[config.mk]
export PLATFORM = sky130hd
export DESIGN_NAME = dlx_lsu_mem_ctrl
export DESIGN_NICKNAME = d
export VERILOG_FILES = /design/src/rtl/dlx_lsu_mem_ctrl.sv
export SDC_FILE = /design/constraint.sdc
export NUM_CORES = 1
export LEC_CHECK = 0
export ABC_AREA = 1
export BUFFER_PORTS_ARGS = -buffer_cell sky130_fd_sc_hd__buf_2
export CORE_UTILIZATION = 52
export DETAILED_ROUTE_END_ITERATION = 8
export PLACE_DENSITY = 0.79
export SYNTH_ARGS = -nofsm -noshare
export SYNTH_HDL_FRONTEND = slang
export SYNTH_SLANG_ARGS = --single-unit
[constraint.sdc]
create_clock -name clk -period 5.57 [get_ports clk]
set_clock_uncertainty 0.15 [all_clocks]
set_input_delay 0.557 -clock clk [delete_from_list [all_inputs] [get_ports clk]]
set_output_delay 0.557 -clock clk [all_outputs]
set_load 0.02 [all_outputs]
[src/rtl/dlx_lsu_mem_ctrl.sv]
// DLX load/store controller: turns byte/half/word CPU accesses into word-only memory
// transactions (big-endian lanes, read-modify-write for sub-word stores).
module dlx_lsu_mem_ctrl #(
    parameter int unsigned ADDRESS_SIZE   = 16,
    parameter int unsigned TIMEOUT_CYCLES = 16
) (
    input  logic                    clk,
    input  logic                    rst,
    input  logic                    mem_req,
    input  logic                    mem_we,
    input  logic [1:0]              mem_size,
    input  logic                    mem_signed,
    input  logic [ADDRESS_SIZE-1:0] mem_addr,
    input  logic [31:0]             mem_wdata,
    output logic                    stall,
    output logic [31:0]             load_data,
    output logic                    done,
    output logic                    err,
    output logic [1:0]              err_code,
    output logic                    ENABLE,
    output logic                    READNOTWRITE,
    output logic [ADDRESS_SIZE-1:0] ADDRESS,
    output logic [31:0]             DATA_OUT,
    output logic                    DATA_OE,
    input  logic [31:0]             DATA_IN,
    input  logic                    DATA_READY
);

    localparam int unsigned CntWidth = $clog2(TIMEOUT_CYCLES + 1);

    localparam logic [2:0] StIdle  = 3'd0;
    localparam logic [2:0] StRd    = 3'd1;
    localparam logic [2:0] StRmwRd = 3'd2;
    localparam logic [2:0] StGap   = 3'd3;
    localparam logic [2:0] StWr    = 3'd4;
    localparam logic [2:0] StDone  = 3'd5;

    logic [2:0]              state_q, state_d;
    logic [CntWidth-1:0]     cnt_q, cnt_d, cnt_inc;
    logic                    we_q;
    logic [1:0]              size_q;
    logic                    signed_q;
    logic [ADDRESS_SIZE-1:0] addr_q;
    logic [31:0]             wdata_q;
    logic [31:0]             load_q, load_d;
    logic [31:0]             wbuf_q, wbuf_d;
    logic                    err_q, err_d;
    logic [1:0]              code_q, code_d;
    logic                    enable_q, rnw_q, oe_q;
    logic                    latch;
    logic                    misaligned;
    logic                    access_d;

    function automatic logic [31:0] extract(input logic [31:0] w, input logic [1:0] sz,
                                            input logic [1:0] off, input logic sgn);
        logic [7:0]  b;
        logic [15:0] h;
        case (off)
            2'd0:    b = w[31:24];
            2'd1:    b = w[23:16];
            2'd2:    b = w[15:8];
            default: b = w[7:0];
        endcase
        h = off[1] ? w[15:0] : w[31:16];
        case (sz)
            2'b00:   return {{24{sgn & b[7]}}, b};
            2'b01:   return {{16{sgn & h[15]}}, h};
            default: return w;
        endcase
    endfunction

    function automatic logic [31:0] merge(input logic [31:0] w, input logic [31:0] d,
                                          input logic [1:0] sz, input logic [1:0] off);
        logic [31:0] r;
        r = w;
        if (sz == 2'b00) begin
            case (off)
                2'd0:    r[31:24] = d[7:0];
                2'd1:    r[23:16] = d[7:0];
                2'd2:    r[15:8]  = d[7:0];
                default: r[7:0]   = d[7:0];
            endcase
        end else if (off[1]) begin
            r[15:0] = d[15:0];
        end else begin
            r[31:16] = d[15:0];
        end
        return r;
    endfunction

    assign misaligned = (mem_size == 2'b11) ||
                        (mem_size == 2'b01 && mem_addr[0]) ||
                        (mem_size == 2'b10 && mem_addr[1:0] != 2'b00);
    assign cnt_inc    = cnt_q + 1'b1;

    always_comb begin
        state_d = state_q;
        cnt_d   = cnt_q;
        load_d  = load_q;
        wbuf_d  = wbuf_q;
        err_d   = err_q;
        code_d  = code_q;
        latch   = 1'b0;
        case (state_q)
            StIdle: begin
                if (mem_req) begin
                    latch = 1'b1;
                    cnt_d = '0;
                    if (misaligned) begin
                        state_d = StDone;
                        err_d   = 1'b1;
                        code_d  = 2'b01;
                    end else begin
                        err_d  = 1'b0;
                        code_d = 2'b00;
                        if (!mem_we) begin
                            state_d = StRd;
                        end else if (mem_size == 2'b10) begin
                            state_d = StWr;
                            wbuf_d  = mem_wdata;
                        end else begin
                            state_d = StRmwRd;
                        end
                    end
                end
            end
            StRd, StRmwRd, StWr: begin
                if (DATA_READY) begin
                    if (state_q == StRd) begin
                        load_d  = extract(DATA_IN, size_q, addr_q[1:0], signed_q);
                        state_d = StDone;
                    end else if (state_q == StRmwRd) begin
                        wbuf_d  = merge(DATA_IN, wdata_q, size_q, addr_q[1:0]);
                        state_d = StGap;
                    end else begin
                        state_d = StDone;
                    end
                end else if (cnt_inc == CntWidth'(TIMEOUT_CYCLES)) begin
                    state_d = StDone;
                    err_d   = 1'b1;
                    code_d  = 2'b10;
                end else begin
                    cnt_d = cnt_inc;
                end
            end
            StGap: begin
                // one idle cycle lets the memory drop DATA_READY before the write
                state_d = StWr;
                cnt_d   = '0;
            end
            StDone:  state_d = StIdle;
            default: state_d = StIdle;
        endcase
    end

    assign access_d = (state_d == StRd) || (state_d == StRmwRd) || (state_d == StWr);

    always_ff @(posedge clk or posedge rst) begin
        if (rst) begin
            state_q  <= StIdle;
            cnt_q    <= '0;
            we_q     <= 1'b0;
            size_q   <= 2'b00;
            signed_q <= 1'b0;
            addr_q   <= '0;
            wdata_q  <= '0;
            load_q   <= '0;
            wbuf_q   <= '0;
            err_q    <= 1'b0;
            code_q   <= 2'b00;
            enable_q <= 1'b0;
            rnw_q    <= 1'b1;
            oe_q     <= 1'b0;
        end else begin
            state_q  <= state_d;
            cnt_q    <= cnt_d;
            load_q   <= load_d;
            wbuf_q   <= wbuf_d;
            err_q    <= err_d;
            code_q   <= code_d;
            enable_q <= access_d;
            rnw_q    <= (state_d != StWr);
            oe_q     <= (state_d == StWr);
            if (latch) begin
                we_q     <= mem_we;
                size_q   <= mem_size;
                signed_q <= mem_signed;
                addr_q   <= mem_addr;
                wdata_q  <= mem_wdata;
            end
        end
    end

    assign stall        = (state_q == StIdle && mem_req) ||
                          (state_q != StIdle && state_q != StDone);
    assign done         = (state_q == StDone);
    assign err          = done & err_q;
    assign err_code     = done ? code_q : 2'b00;
    assign load_data    = load_q;
    assign ENABLE       = enable_q;
    assign READNOTWRITE = rnw_q;
    assign DATA_OE      = oe_q;
    assign DATA_OUT     = wbuf_q;
    assign ADDRESS      = {addr_q[ADDRESS_SIZE-1:2], 2'b00};

    logic unused_we;
    assign unused_we = we_q;

endmodule

Word level (Yosys, flattened, before mapping)
Index checks and enable logic that the tools add are counted.
{"block": "word_totals", "ff_bits": 113, "inputBits": 88, "wordCells": 113}
{"block": "classes", "add_sub_neg": 1, "eq_ne": 27, "mux": 47, "bitwise": 3, "n_reduce_logical": 22}
{"cell": "32-bit 2-to-1 mux", "count": 8}
{"cell": "32-bit one-hot mux with 2 select lines", "count": 2}
{"cell": "8-bit 2-to-1 mux", "count": 7}
{"cell": "16-bit 2-to-1 mux", "count": 3}
{"cell": "3-bit 2-to-1 mux", "count": 8}
{"cell": "8-bit one-hot mux with 3 select lines", "count": 1}
{"cell": "2-bit inequality test, second input constant", "count": 10}
{"cell": "5-bit 2-to-1 mux", "count": 3}
{"cell": "5-bit one-hot mux with 3 select lines", "count": 1}
{"cell": "3-bit by 2-bit == test with 1-bit output, second input constant", "count": 3}
{"cell": "3-bit == test, second input constant", "count": 3}
{"cell": "3-bit one-hot mux with 3 select lines", "count": 1}
{"cell": "2-bit 2-to-1 mux", "count": 4}
{"cell": "4-bit AND reduction", "count": 2}
{"cell": "8-bit AND reduction", "count": 1}
{"cell": "1-bit 2-to-1 mux", "count": 7}
{"cell": "2-bit by 1-bit == test with 1-bit output, second input constant", "count": 3}
{"cell": "2-bit == test, second input constant", "count": 3}
{"cell": "3-bit by 1-bit == test with 1-bit output, second input constant", "count": 2}
{"cell": "3-bit inequality test, second input constant", "count": 2}
{"cell": "3-bit nonzero test", "count": 2}
{"cell": "3-bit OR reduction", "count": 2}
{"cell": "5-bit by 1-bit adder with 5-bit output, second input constant", "count": 1}
{"cell": "5-bit == test, second input constant", "count": 1}
{"cell": "other kinds (9)", "count": 20}

Depth between registers and ports, before layout
{"block": "logic_depth", "word_depth": 10, "depth_mapped": 12, "mapped_depth_nobuf": 12}

Worst setup path before layout
No wires, ideal clock.
{"block": "synth_timing", "path_type": "flip-flop to output port", "startpoint": "reg state_q[1]", "endpoint": "out err", "arrival_ps": 1502, "required_ps": 4863, "slack_ps": 3361, "path_stages_with_launch": 4, "path_buffers": 0, "path_cell_list": "dfrtp_1 nor3_1 inv_1 nor2_1"}
{"block": "synth_via", "elab_chain_len": 2}
{"item": "from (decl)", "line": "38", "rtl": "logic [2:0] state_q, state_d;"}
{"item": "from (signal assigned)", "line": "160", "rtl": "state_q <= StIdle;"}
{"item": "from (signal assigned)", "line": "175", "rtl": "state_q <= state_d;"}
{"item": "3-bit == test", "line": "196", "rtl": "assign done = (state_q == StDone);"}
{"item": "net done", "line": "17", "rtl": "output logic done,"}
{"item": "1-bit bitwise AND", "line": "197", "rtl": "assign err = done & err_q;"}
{"item": "to (decl)", "line": "18", "rtl": "output logic err,"}
The timed path passes the listed nets, and every way through them passes these cells.

Worst setup path after layout
{"block": "layout_timing", "startpoint": "reg state_q[0]", "endpoint": "reg wbuf_q[31] (netlist: DATA_OUT[31])"}
{"block": "layout_via", "elab_chain_len": 4, "word_cells_on_any_way": 15, "cone_classes": "eq/ne (10); mux (1); reduce/logical (4)"}
{"item": "3-bit by 1-bit == test with 1-bit output (tied with other cells)", "line": "104, 129"}
{"item": "3-bit OR reduction", "line": "104", "rtl": "case (state_q)"}
{"item": "2-bit inequality test (no source line) / 2-bit nonzero test (equally long branches)"}
{"item": "8-bit AND reduction (no source line)"}
{"item": "to (signal assigned)", "line": "178", "rtl": "wbuf_q <= wbuf_d;"}
{"item": "to (decl)", "line": "46", "rtl": "logic [31:0] wbuf_q, wbuf_d;"}
Parallel ways exist; a longest one is shown, timed or not.
A chain may end at the register's enable or synchronous reset.

==> run metrics <==
post-synthesis sequential area ratio between 40% and 50%; largest family of logic cells by synthesized area simple AND/OR/NAND/NOR gates; Worst Path Required 5770 ps; Cell Rows 39; dpl hpwl roughly 13 mm; status finished with violations; port bufs about 170; post-CTS resize count 0; # DRC 11; final slew viol count 0; Starting Density 54.2%; worst hold slack 132 ps; Netlist cell types 35; Crit Path Max Fanout a little over 40; largest area contributor in the netlist dfrtp_1; max cap viols 0; share of post-route cells with drive strength above 1 22.9%; total congestion overflow 0; EDFF count, synth 0; total track usage 30.7%; Core ar. between 10,000 and 15,000 sq um; synthesized area 6290 sq um; Max-Slew Margin vs Limit around a quarter; Worst-Margin Slew 1130 ps; worst-path cell chain nor2_1 -> nand2_2 -> nand3_2 -> buf_4 -> nand2_1 -> nand4_2 -> inv_2 -> nand2_1 -> nand2_1; Yosys top cell area share roughly 45%; Routed WL per cell approximately 16 um; clock latency on the worst-skew pair between 400 and 500 ps; leakage 4.11 nW; max incr delay on CP 790 ps; Die Span Y about 110 um; die area between 10,000 and 15,000 sq um; Post-CTS Hold Buffers 0; PwrDens 685 nW/um^2; Final Cycle Share 53.9%; final-stage net count 1,090; Crit path top cell by count nand2_1; Final ANT Viol Nets 0; largest net degree at the start of global routing 63; Die X 112 um; clock share of power between 20% and 30%; Synth Area in XOR/XNOR 0.139%; worst hold path type in -> async; Syn Area/Cell around 7.3 sq um; CTS tree built; Internal roughly 2.9 mW; post-synthesis mux area share 0.318%; synthesized instance count 866; post-synthesis compound-gate area fraction 20.1%; GP Congestion 0.903; clock-pin transition on the worst setup and hold timing paths around 60 ps; FILL cells around 1,000; top area cells in the synthesized netlist dfrtp_1, nand2_1, o21ai_0, a21oi_1, nor2_1; Comb pwr share 47.8%; top-count cell post-synth nand2_1; clock buffer depth 2; yosys warns 0; met1 usage 41.0%; cell area after placement about 7000 sq um; Antenna Cells 0; First-pass DRT Iterations 7; DRT iter0 DRCs 619; Slowest cell on crit path nand4_2; final cell count without fillers between 1,000 and 1,500; R2R Setup Slk 2570 ps; dpl cells 1,125; most common flop cell mapped by yosys dfrtp_1; vias 6,462; Post-Synth Simple-Gate Area 25.3%; FF+latch count, synth 113; H-tree level count 4; ys async rst share 100%; Achievable Freq 0.333 GHz; postcts setup bufs 0; Ports 176; met2 Use GR 49.9%; post-synthesis adder-cell area fraction 0.199%; Worst Path Arrival 3200 ps; RSZ-0062 raised after global routing false; CP startpoint kind register; met3 usage 6.80%; CP Class reg -> reg; post-layout instance area 7710 sq um; Peak VDD IR 0.401 mV; CTS Buf Count 17; Psw 2.42 mW; drt total wl about 19 mm; Sink Count roughly 110; Tmin final 3000 ps; violated checks DRC; setup tns final 0 ps; initial antenna violation count 0; first-pass GRT wire length 29.9 mm; final setup fails 0; gr busiest metal met2; switch share 45.8%; final hold vios 0; Commonest cells post-synth nand2_1, o21ai_0, dfrtp_1; sequential fraction of design power 28.0%; Setup crit end kind register; Area growth syn-to-layout 22.5%; root buffer cell clkbuf_16; vias in the first global route just under 6,000; drt via density 5.59
[logic make-up after synthesis]
kind of cell	Yosys count
xor gates and xnor gates	1
DFF	113
buffers and inverters	118
adders and majority gates	1
and+or+nand+nor	395
AOI/OAI and AO/OA	235
muxes	2
other	1
[power groups by stage]
stage          Combinational, mW  Sequential [mW]  Clock (mW)
2_1_floorplan               1.63             1.69           0
3_5_place_dp                2.47             1.47           0
5_1_grt                     2.80             1.52        1.32
4_1_cts                     2.51             1.47        1.28
6_report                    2.53             1.48        1.28
3_3_place_gp                2.43             1.47           0
[layout by cell type (no fill, tap or decap), drive strengths merged]
master    instances
a21boi            6
a31oi             1
dfrtp           112
mux2i             2
clkinv            2
o21a              2
nand4             4
clkbuf           22
xor2              1
nand3            16
inv              56
and2              1
o211ai            9
conb              2
o221ai            8
nand2           291
nor2             81
a21oi            72
clkinvlp          1
o21ai           129
dfstp             1
a22oi             2
nor3              2
ha                1
bufinv            6
o22ai             6
buf             177
[flip-flops by register name, indices dropped and copies added (netlist names)]
register / cells
wdata_q: 16
size_q: 2
READNOTWRITE: 1
ENABLE: 1
DATA_OUT: 32
load_data: 32
err_q: 1
signed_q: 1
state_q: 3
code_q: 2
DATA_OE: 1
cnt_q: 5
addr_q: 16
[per-layer routing]
metal,routed length (um),up-vias
met1,7870,3027
li1,-,3072
met2,9190,324
met5,0,-
met4,413,0
met3,1520,39
[final cells by class]
class	instances	area, sq um	area share (%)
Clock buffer	22	484	6.28
Clock inverter	9	201	2.61
Inverter	56	213	2.76
Multi-Input combinational cell	636	2910	37.7
Sequential cell	113	2830	36.7
Tap cell	143	179	2.32
Timing Repair Buffer	177	896	11.6
[worst paths after layout]
check,start,end,cells after the start
max reg2reg,state_q[0],DATA_OUT[31],9
min,rst,addr_q[15],2
min reg2reg,addr_q[12],addr_q[12],2
min in group clk,mem_addr[15],addr_q[15],3
max in group asynchronous,rst,load_data[22],3
max,state_q[0],DATA_OUT[31],9
[through the flow]
step                      power, mW  setup WS, ps  utilization (%)
after floorplan                3.32          1880                -
after global placement         3.89          2450             60.5
after detailed placement       3.94          2380             60.5
after CTS                      5.25          2590             66.4
after global routing           5.63          2270             66.4
final                          5.28          2570             66.4
[worst max-delay path: cells and delay by family, from the launching register on]
kind	cells	cell delay [ps]
flip-flops	1	410
buffers and inverters	2	940
AND/OR/NAND/NOR	7	1440
No activity file was read; power rests on OpenSTA's default activity.
